[config.mk]
export PLATFORM = sky130hd
export DESIGN_NAME = term_sched_flat
export DESIGN_NICKNAME = d
export VERILOG_FILES = /design/src/rtl/term_sched_pkg.sv /design/src/rtl/term_sched_if.sv /design/src/rtl/term_sched_rr_arbiter.sv /design/src/rtl/term_sched.sv /design/src/flat_wrapper.sv
export SDC_FILE = /design/constraint.sdc
export NUM_CORES = 1
export LEC_CHECK = 0
export BUFFER_PORTS_ARGS = -buffer_cell sky130_fd_sc_hd__buf_2
export CAP_MARGIN = 0
export CORE_ASPECT_RATIO = 1.25
export CORE_MARGIN = 5
export CORE_UTILIZATION = 39
export CTS_CLUSTER_SIZE = 30
export DETAILED_ROUTE_END_ITERATION = 7
export HOLD_SLACK_MARGIN = 0.08
export PLACE_DENSITY_LB_ADDON = 0.3
export REMOVE_ABC_BUFFERS = 1
export SLEW_MARGIN = 20
export SYNTH_ARGS = -nofsm -noshare
export SYNTH_HDL_FRONTEND = slang
export SYNTH_SLANG_ARGS = --single-unit
[constraint.sdc]
create_clock -name clk -period 2.1 [get_ports clk]
set_input_delay 0.105 -clock clk [delete_from_list [all_inputs] [get_ports clk]]
set_output_delay 0.105 -clock clk [all_outputs]
set_load 0.01 [all_outputs]
[src/rtl/term_sched_pkg.sv]
// term_sched_pkg: shared constants, FSM encodings and helpers
// for the series-term scheduler and its round-robin arbiter.
package term_sched_pkg;

  localparam int TERMS = 8;
  localparam int CNT_W = 3;
  localparam int W_DEF = 16;

  localparam logic [2:0] S_IDLE = 3'd0;
  localparam logic [2:0] S_LOAD = 3'd1;
  localparam logic [2:0] S_EMIT = 3'd2;
  localparam logic [2:0] S_STEP = 3'd3;
  localparam logic [2:0] S_DONE = 3'd4;

  function automatic int id_w(input int n);
    return (n <= 2) ? 1 : $clog2(n);
  endfunction

endpackage

[src/rtl/term_sched_if.sv]
// term_sched_if: control/data bus between the scheduler (master)
// and the shared series-term datapath (slave).
interface term_sched_if
  import term_sched_pkg::*;
#(
  parameter int W = W_DEF
);
  logic [W-1:0]     xbus;
  logic             ldx;
  logic             init_t;
  logic             init_counter;
  logic             ldt;
  logic             counter_en;
  logic             select;
  logic [W-1:0]     tbus;
  logic             co;
  logic [CNT_W-1:0] count;

  modport master (
    output xbus, ldx, init_t, init_counter,
    output ldt, counter_en, select,
    input  tbus, co, count
  );

  modport slave (
    input  xbus, ldx, init_t, init_counter,
    input  ldt, counter_en, select,
    output tbus, co, count
  );
endinterface

[src/rtl/term_sched_rr_arbiter.sv]
// rr_arbiter: combinational round-robin pick; search starts
// at ptr+1 and wraps, so ptr itself has lowest priority.
module rr_arbiter
  import term_sched_pkg::*;
#(
  parameter int NREQ = 4,
  localparam int IDW = id_w(NREQ)
) (
  input  logic [NREQ-1:0] req,
  input  logic [IDW-1:0]  ptr,
  output logic [NREQ-1:0] gnt,
  output logic [IDW-1:0]  id,
  output logic            any
);
  logic [IDW-1:0] idx;

  // first requester found after ptr wins
  always_comb begin
    gnt = '0;
    id  = '0;
    any = 1'b0;
    idx = '0;
    for (int i = 1; i <= NREQ; i++) begin
      idx = IDW'((int'(ptr) + i) % NREQ);
      if (!any && req[idx]) begin
        any      = 1'b1;
        id       = idx;
        gnt[idx] = 1'b1;
      end
    end
  end
endmodule

[src/rtl/term_sched.sv]
// term_sched: round-robin sequencer sharing one series-term datapath.
// Optional TERM_SCHED_STALL_EN adds term_ready backpressure on terms.
module term_sched
  import term_sched_pkg::*;
#(
  parameter int NREQ = 4,
  parameter int W = W_DEF,
  localparam int IDW = id_w(NREQ)
) (
  input  logic              clk,
  input  logic              rst,
  input  logic [NREQ-1:0]   req,
  input  logic [NREQ*W-1:0] req_x,
  output logic [NREQ-1:0]   gnt,
  output logic              busy,
  output logic [W-1:0]      term,
  output logic              term_valid,
  output logic [CNT_W-1:0]  term_idx,
  output logic [IDW-1:0]    term_id,
  output logic              job_done,
`ifdef TERM_SCHED_STALL_EN
  input  logic              term_ready,
`endif
  term_sched_if.master      dp
);
  logic [2:0]       state_q, state_d;
  logic [NREQ-1:0]  gnt_q, gnt_d;
  logic [IDW-1:0]   own_q, own_d;
  logic [IDW-1:0]   ptr_q, ptr_d;
  logic [W-1:0]     term_q, term_d;
  logic             tv_q, tv_d;
  logic [CNT_W-1:0] idx_q, idx_d;
  logic [IDW-1:0]   tid_q, tid_d;
  logic [NREQ-1:0]  arb_gnt;
  logic [IDW-1:0]   arb_id;
  logic             arb_any;
  logic             stall;

  rr_arbiter #(.NREQ(NREQ)) u_arb (
    .req (req),
    .ptr (ptr_q),
    .gnt (arb_gnt),
    .id  (arb_id),
    .any (arb_any)
  );

`ifdef TERM_SCHED_STALL_EN
  assign stall = tv_q & ~term_ready;
`else
  assign stall = 1'b0;
`endif

  // next-state, grant and term capture
  always_comb begin
    state_d = state_q;
    gnt_d   = gnt_q;
    own_d   = own_q;
    ptr_d   = ptr_q;
    term_d  = term_q;
    idx_d   = idx_q;
    tid_d   = tid_q;
    tv_d    = stall;
    unique case (1'b1)
      (state_q == S_IDLE): begin
        if (arb_any) begin
          gnt_d   = arb_gnt;
          own_d   = arb_id;
          state_d = S_LOAD;
        end
      end
      (state_q == S_LOAD): state_d = S_EMIT;
      (state_q == S_EMIT): begin
        if (!stall) begin
          term_d  = dp.tbus;
          idx_d   = dp.count;
          tid_d   = own_q;
          tv_d    = 1'b1;
          state_d = dp.co ? S_DONE : S_STEP;
        end
      end
      (state_q == S_STEP): state_d = S_EMIT;
      (state_q == S_DONE): begin
        if (!stall) begin
          gnt_d   = '0;
          ptr_d   = own_q;
          state_d = S_IDLE;
        end
      end
      default: state_d = S_IDLE;
    endcase
  end

  // state registers
  always_ff @(posedge clk or posedge rst) begin
    if (rst) begin
      state_q <= S_IDLE;
      gnt_q   <= '0;
      own_q   <= '0;
      ptr_q   <= IDW'(NREQ - 1);
      term_q  <= '0;
      tv_q    <= 1'b0;
      idx_q   <= '0;
      tid_q   <= '0;
    end else begin
      state_q <= state_d;
      gnt_q   <= gnt_d;
      own_q   <= own_d;
      ptr_q   <= ptr_d;
      term_q  <= term_d;
      tv_q    <= tv_d;
      idx_q   <= idx_d;
      tid_q   <= tid_d;
    end
  end

  assign gnt        = gnt_q;
  assign busy       = (state_q != S_IDLE);
  assign term       = term_q;
  assign term_valid = tv_q;
  assign term_idx   = idx_q;
  assign term_id    = tid_q;
  assign job_done   = (state_q == S_DONE) & ~stall;

  assign dp.xbus         = busy ? req_x[int'(own_q)*W +: W] : '0;
  assign dp.ldx          = (state_q == S_LOAD);
  assign dp.init_t       = (state_q == S_LOAD);
  assign dp.init_counter = (state_q == S_LOAD);
  assign dp.ldt          = (state_q == S_STEP);
  assign dp.counter_en   = (state_q == S_STEP);
  assign dp.select       = (state_q == S_STEP);
endmodule

[src/flat_wrapper.sv]
// flat-port wrapper written by rule: the top's interface ports become plain ports
module term_sched_flat import term_sched_pkg::*;
#(
  parameter int NREQ = 4,
  parameter int W = W_DEF,
  localparam int IDW = id_w(NREQ)
)
  (clk, rst, req, req_x, gnt, busy, term, term_valid, term_idx, term_id, job_done, dp_xbus, dp_ldx, dp_init_t, dp_init_counter, dp_ldt, dp_counter_en, dp_select, dp_tbus, dp_co, dp_count);
  term_sched_if #(.W(W)) dp_i ();
  input  logic clk;
  input  logic rst;
  input  logic [NREQ-1:0] req;
  input  logic [NREQ*W-1:0] req_x;
  output logic [NREQ-1:0] gnt;
  output logic busy;
  output logic [W-1:0] term;
  output logic term_valid;
  output logic [CNT_W-1:0] term_idx;
  output logic [IDW-1:0] term_id;
  output logic job_done;
  output wire logic [$bits(dp_i.xbus)-1:0] dp_xbus;
  output wire logic [$bits(dp_i.ldx)-1:0] dp_ldx;
  output wire logic [$bits(dp_i.init_t)-1:0] dp_init_t;
  output wire logic [$bits(dp_i.init_counter)-1:0] dp_init_counter;
  output wire logic [$bits(dp_i.ldt)-1:0] dp_ldt;
  output wire logic [$bits(dp_i.counter_en)-1:0] dp_counter_en;
  output wire logic [$bits(dp_i.select)-1:0] dp_select;
  input wire logic [$bits(dp_i.tbus)-1:0] dp_tbus;
  input wire logic [$bits(dp_i.co)-1:0] dp_co;
  input wire logic [$bits(dp_i.count)-1:0] dp_count;
  assign dp_xbus = dp_i.xbus;
  assign dp_ldx = dp_i.ldx;
  assign dp_init_t = dp_i.init_t;
  assign dp_init_counter = dp_i.init_counter;
  assign dp_ldt = dp_i.ldt;
  assign dp_counter_en = dp_i.counter_en;
  assign dp_select = dp_i.select;
  assign dp_i.tbus = dp_tbus;
  assign dp_i.co = dp_co;
  assign dp_i.count = dp_count;
  term_sched #(.NREQ(NREQ), .W(W)) u_core (.clk(clk), .rst(rst), .req(req), .req_x(req_x), .gnt(gnt), .busy(busy), .term(term), .term_valid(term_valid), .term_idx(term_idx), .term_id(term_id), .job_done(job_done), .dp(dp_i));
endmodule
==> run summary <==
========================================================================================
Post-Route WL .............................................................      7150 µm
Antenna Nets Post-Route ...................................................            0
Cell occurring most often along the worst timing path .....................      o21ai_2
Highest-count cells in the layout ignoring fill and taps .................. buf_2, dfrtp_1, mux2_2
Critical Path Fanout Max ..................................................            7
Timing-limited maximum frequency ..........................................      482 MHz
Highest cell delay on the worst timing path ...............................       600 ps
Number of vias in the routed layout .......................................         2198
Setup repair after global routing missed its margin .......................          yes
Setup Viol. Count Final ...................................................            0
Share of the clock period used by the worst path after layout .............        0.988
Data arrival, critical path ...............................................      2290 ps
Top-Level Pins ............................................................          140
Slew at the pin closest to its max-slew limit .............................       773 ps
Clock period minus final worst setup slack ................................      2070 ps
Final worst clock skew ....................................................      3.49 ps
Worst hold slack after final layout .......................................       407 ps
CP Data Required Time .....................................................      2310 ps
Final routed wire length divided by cell count ............................      16.8 µm
Sequential group share of total power .....................................        0.244
Type of the most critical hold path ....................................... input pin to flip-flop
CTS Sinks .................................................................           33
Global-route wire length before repair ....................................     11200 µm
Outcome ................................................................... finished, final reports clean
DRC Markers ...............................................................            0
# H-tree levels ...........................................................            2
Kind of critical path ..................................................... flip-flop to flip-flop
Share of final-layout standard cells stronger than drive strength 1 .......        0.612
1st-iter DRT viols ........................................................           82
Remaining Overflow, GRT ...................................................            0
Critical-path cell list ................................................... buf_12 > mux4_2 > nor3b_4 > a22o_1 > o21ai_2 > o21ai_2
Area of the core ..........................................................     5700 µm²
Die height ................................................................      94.9 µm
Clock buffer count from CTS ...............................................            5
Die area ..................................................................     7400 µm²
Leakage power .............................................................      1.70 nW
Standard-cell row count ...................................................           31
Max-cap violation count ...................................................            0
Part of the total power dissipated in the clock network ...................        0.104
Synth unique cells ........................................................           35
Sequential cell area fraction in the yosys report .........................        0.368
Slew headroom .............................................................        0.485
Number of storage elements in the synthesis netlist .......................           33
Critical-path cell with the highest stage delay ...........................       mux4_2
DR vias/cell ..............................................................         5.15
Power per Cell Area .......................................................  1430 nW/µm²
Initial core utilization ..................................................        0.395
Final net count ...........................................................          458
Setup crit end kind .......................................................    flip-flop
Post-synthesis cell count .................................................          188
Clock transition at the registers of the reported paths ...................        60 ps
Worst IR Drop VDD .........................................................     0.800 mV
Part of the total power dissipated in combinational logic .................        0.652
Switching power ...........................................................      1.97 mW
Post-Syn Area .............................................................     2250 µm²
Number of hold violations in the final report .............................            0
Fin. max-slew vios ........................................................            0
Worst setup SP type .......................................................    flip-flop
Number of search-and-repair iterations in the first detailed-routing pass .            4
Die Span X ................................................................      78.0 µm
Most common cell after layout, fill and taps aside ........................        buf_2
Root buf cell .............................................................     clkbuf_8
# port buffers ............................................................          139
Mapped Avg Cell Area ......................................................     12.0 µm²
Synthesis Warnings ........................................................            0
Area Growth Syn to Fin ....................................................        53.5%
Internal power ............................................................      2.98 mW
All-Layer GR Usage ........................................................        0.190
Detail Placement HPWL .....................................................      5170 µm
Final GP Congestion .......................................................        0.901
Via count of the first global-routing pass ................................         2261
TritonCTS clock tree ......................................................        built
Maximum number of pins on one net before global-route repair ..............           34
Count of antenna diodes in the layout .....................................            0
Number of buffers on the longest clock path ...............................            2
Worst-skew pair later-pin latency .........................................       280 ps
Setup_tns .................................................................         0 ps
Switching part of the total ...............................................        0.398
Initial antenna violation count ...........................................            0
========================================================================================
==> cell usage after synthesis (all sizes together) <==
cell type | instances | share of area
o31ai | 1 | 0.0033
dfrtp | 31 | 0.34
dfstp | 2 | 0.023
and2b | 3 | 0.011
or2b | 1 | 0.0039
a22o | 1 | 0.0039
clkbuf | 3 | 0.0094
nor3b | 4 | 0.018
and3b | 3 | 0.012
a221oi | 4 | 0.016
mux4 | 19 | 0.19
nor2 | 7 | 0.013
o22ai | 1 | 0.0028
o41ai | 1 | 0.0072
ha | 8 | 0.044
inv | 8 | 0.013
nor2b | 14 | 0.039
mux2i | 2 | 0.0089
mux2 | 22 | 0.11
buf | 12 | 0.039
a21oi | 12 | 0.027
nand3b | 1 | 0.0033
nor3 | 2 | 0.0044
nor4 | 1 | 0.0028
nand2 | 14 | 0.023
o21ai | 11 | 0.026
==> final timing paths <==
kind / startpoint / endpoint / slack (ps) / depth (start not counted)
worst max-delay path: u_core.ptr_q[0] / u_core.own_q[1] / 30 / 6
worst min-delay path: req[0] / u_core.own_q[1] / 410 / 4
worst min register to register: u_core.term_id[0] / u_core.term_id[0] / 500 / 1
min in group asynchronous: rst / u_core.gnt[3] / 460 / 4
max in group asynchronous: rst / u_core.ptr_q[1] / 1310 / 4
worst max register to register: u_core.ptr_q[0] / u_core.own_q[1] / 30 / 6
==> stage by stage <==
step	std cells	worst slack [ps]	utilization	area, µm²	power, mW
global route	427	-132	0.606	3460	5.37
finish	427	26.2	0.606	3460	4.95
CTS	418	19.4	0.591	3370	4.80
floorplan	173	-571	-	2140	3.05
global placement	387	46.4	0.528	3010	4.09
detailed placement	387	-3.38	0.528	3010	4.16
==> what timing repair did <==
action,CTS,global route
endpoints found under the setup margin,1,3
buffers inserted,1,8
hold buffers,21,0
endpoints found under the hold margin,52,0
gates resized for setup,1,4
gates cloned,1,1
pin swaps,1,6
==> power by group through the flow <==
stage | registers (mW) | clock network (mW) | logic (mW)
after global placement | 1.19 | 0 | 2.89
after floorplan | 1.41 | 0 | 1.64
after CTS | 1.20 | 0.533 | 3.07
after detailed placement | 1.21 | 0 | 2.94
after global routing | 1.27 | 0.555 | 3.55
final | 1.21 | 0.513 | 3.23
==> worst max-delay path: cells and delay by family, from the launching register on <==
| family | cells | cell delay [ps] |
|---|---|---|
| buf+inv | 1 | 120 |
| simple gates | 1 | 300 |
| mux | 1 | 600 |
| compound gates | 3 | 410 |
| flops | 1 | 570 |
==> flip-flops by register name, indices dropped and copies added (netlist names) <==
signal	flops
u_core.term	16
u_core.gnt	4
u_core.state_q	3
u_core.term_idx	3
u_core.own_q	2
u_core.ptr_q	2
u_core.term_id	2
u_core.term_valid	1
==> cell type report <==
cell class                      instances  area (µm²)
Clock buffer                            7        96.3
Clock inverter                          1        5.00
Fill cell                             470        2250
Inverter                                8        30.0
Multi-Input combinational cell        133        1340
Sequential cell                        33         828
Tap cell                               66        82.6
Timing Repair Buffer                  179        1080
==> cells by family (layout without fill, tap and decap cells) <==
group	Yosys count	in the layout	share of synthesized area
AO/OA/AOI/OAI	31	31	0.0856
buffers and inverters	23	195	0.0623
AND/OR/NAND/NOR	50	50	0.131
flip-flops	33	33	0.368
multiplexers	43	44	0.309
adder cells (fa/ha/maj)	8	8	0.0445
==> layer usage <==
layer	vias up	track usage	share of wire
met2	84	0.351	0.56
met3	20	0.0382	0.049
met1	1059	0.219	0.36
met5	-	0	0
li1	1035	-	-
met4	0	0.0563	0.026
Note: power is estimated with default switching activity, not from simulation.
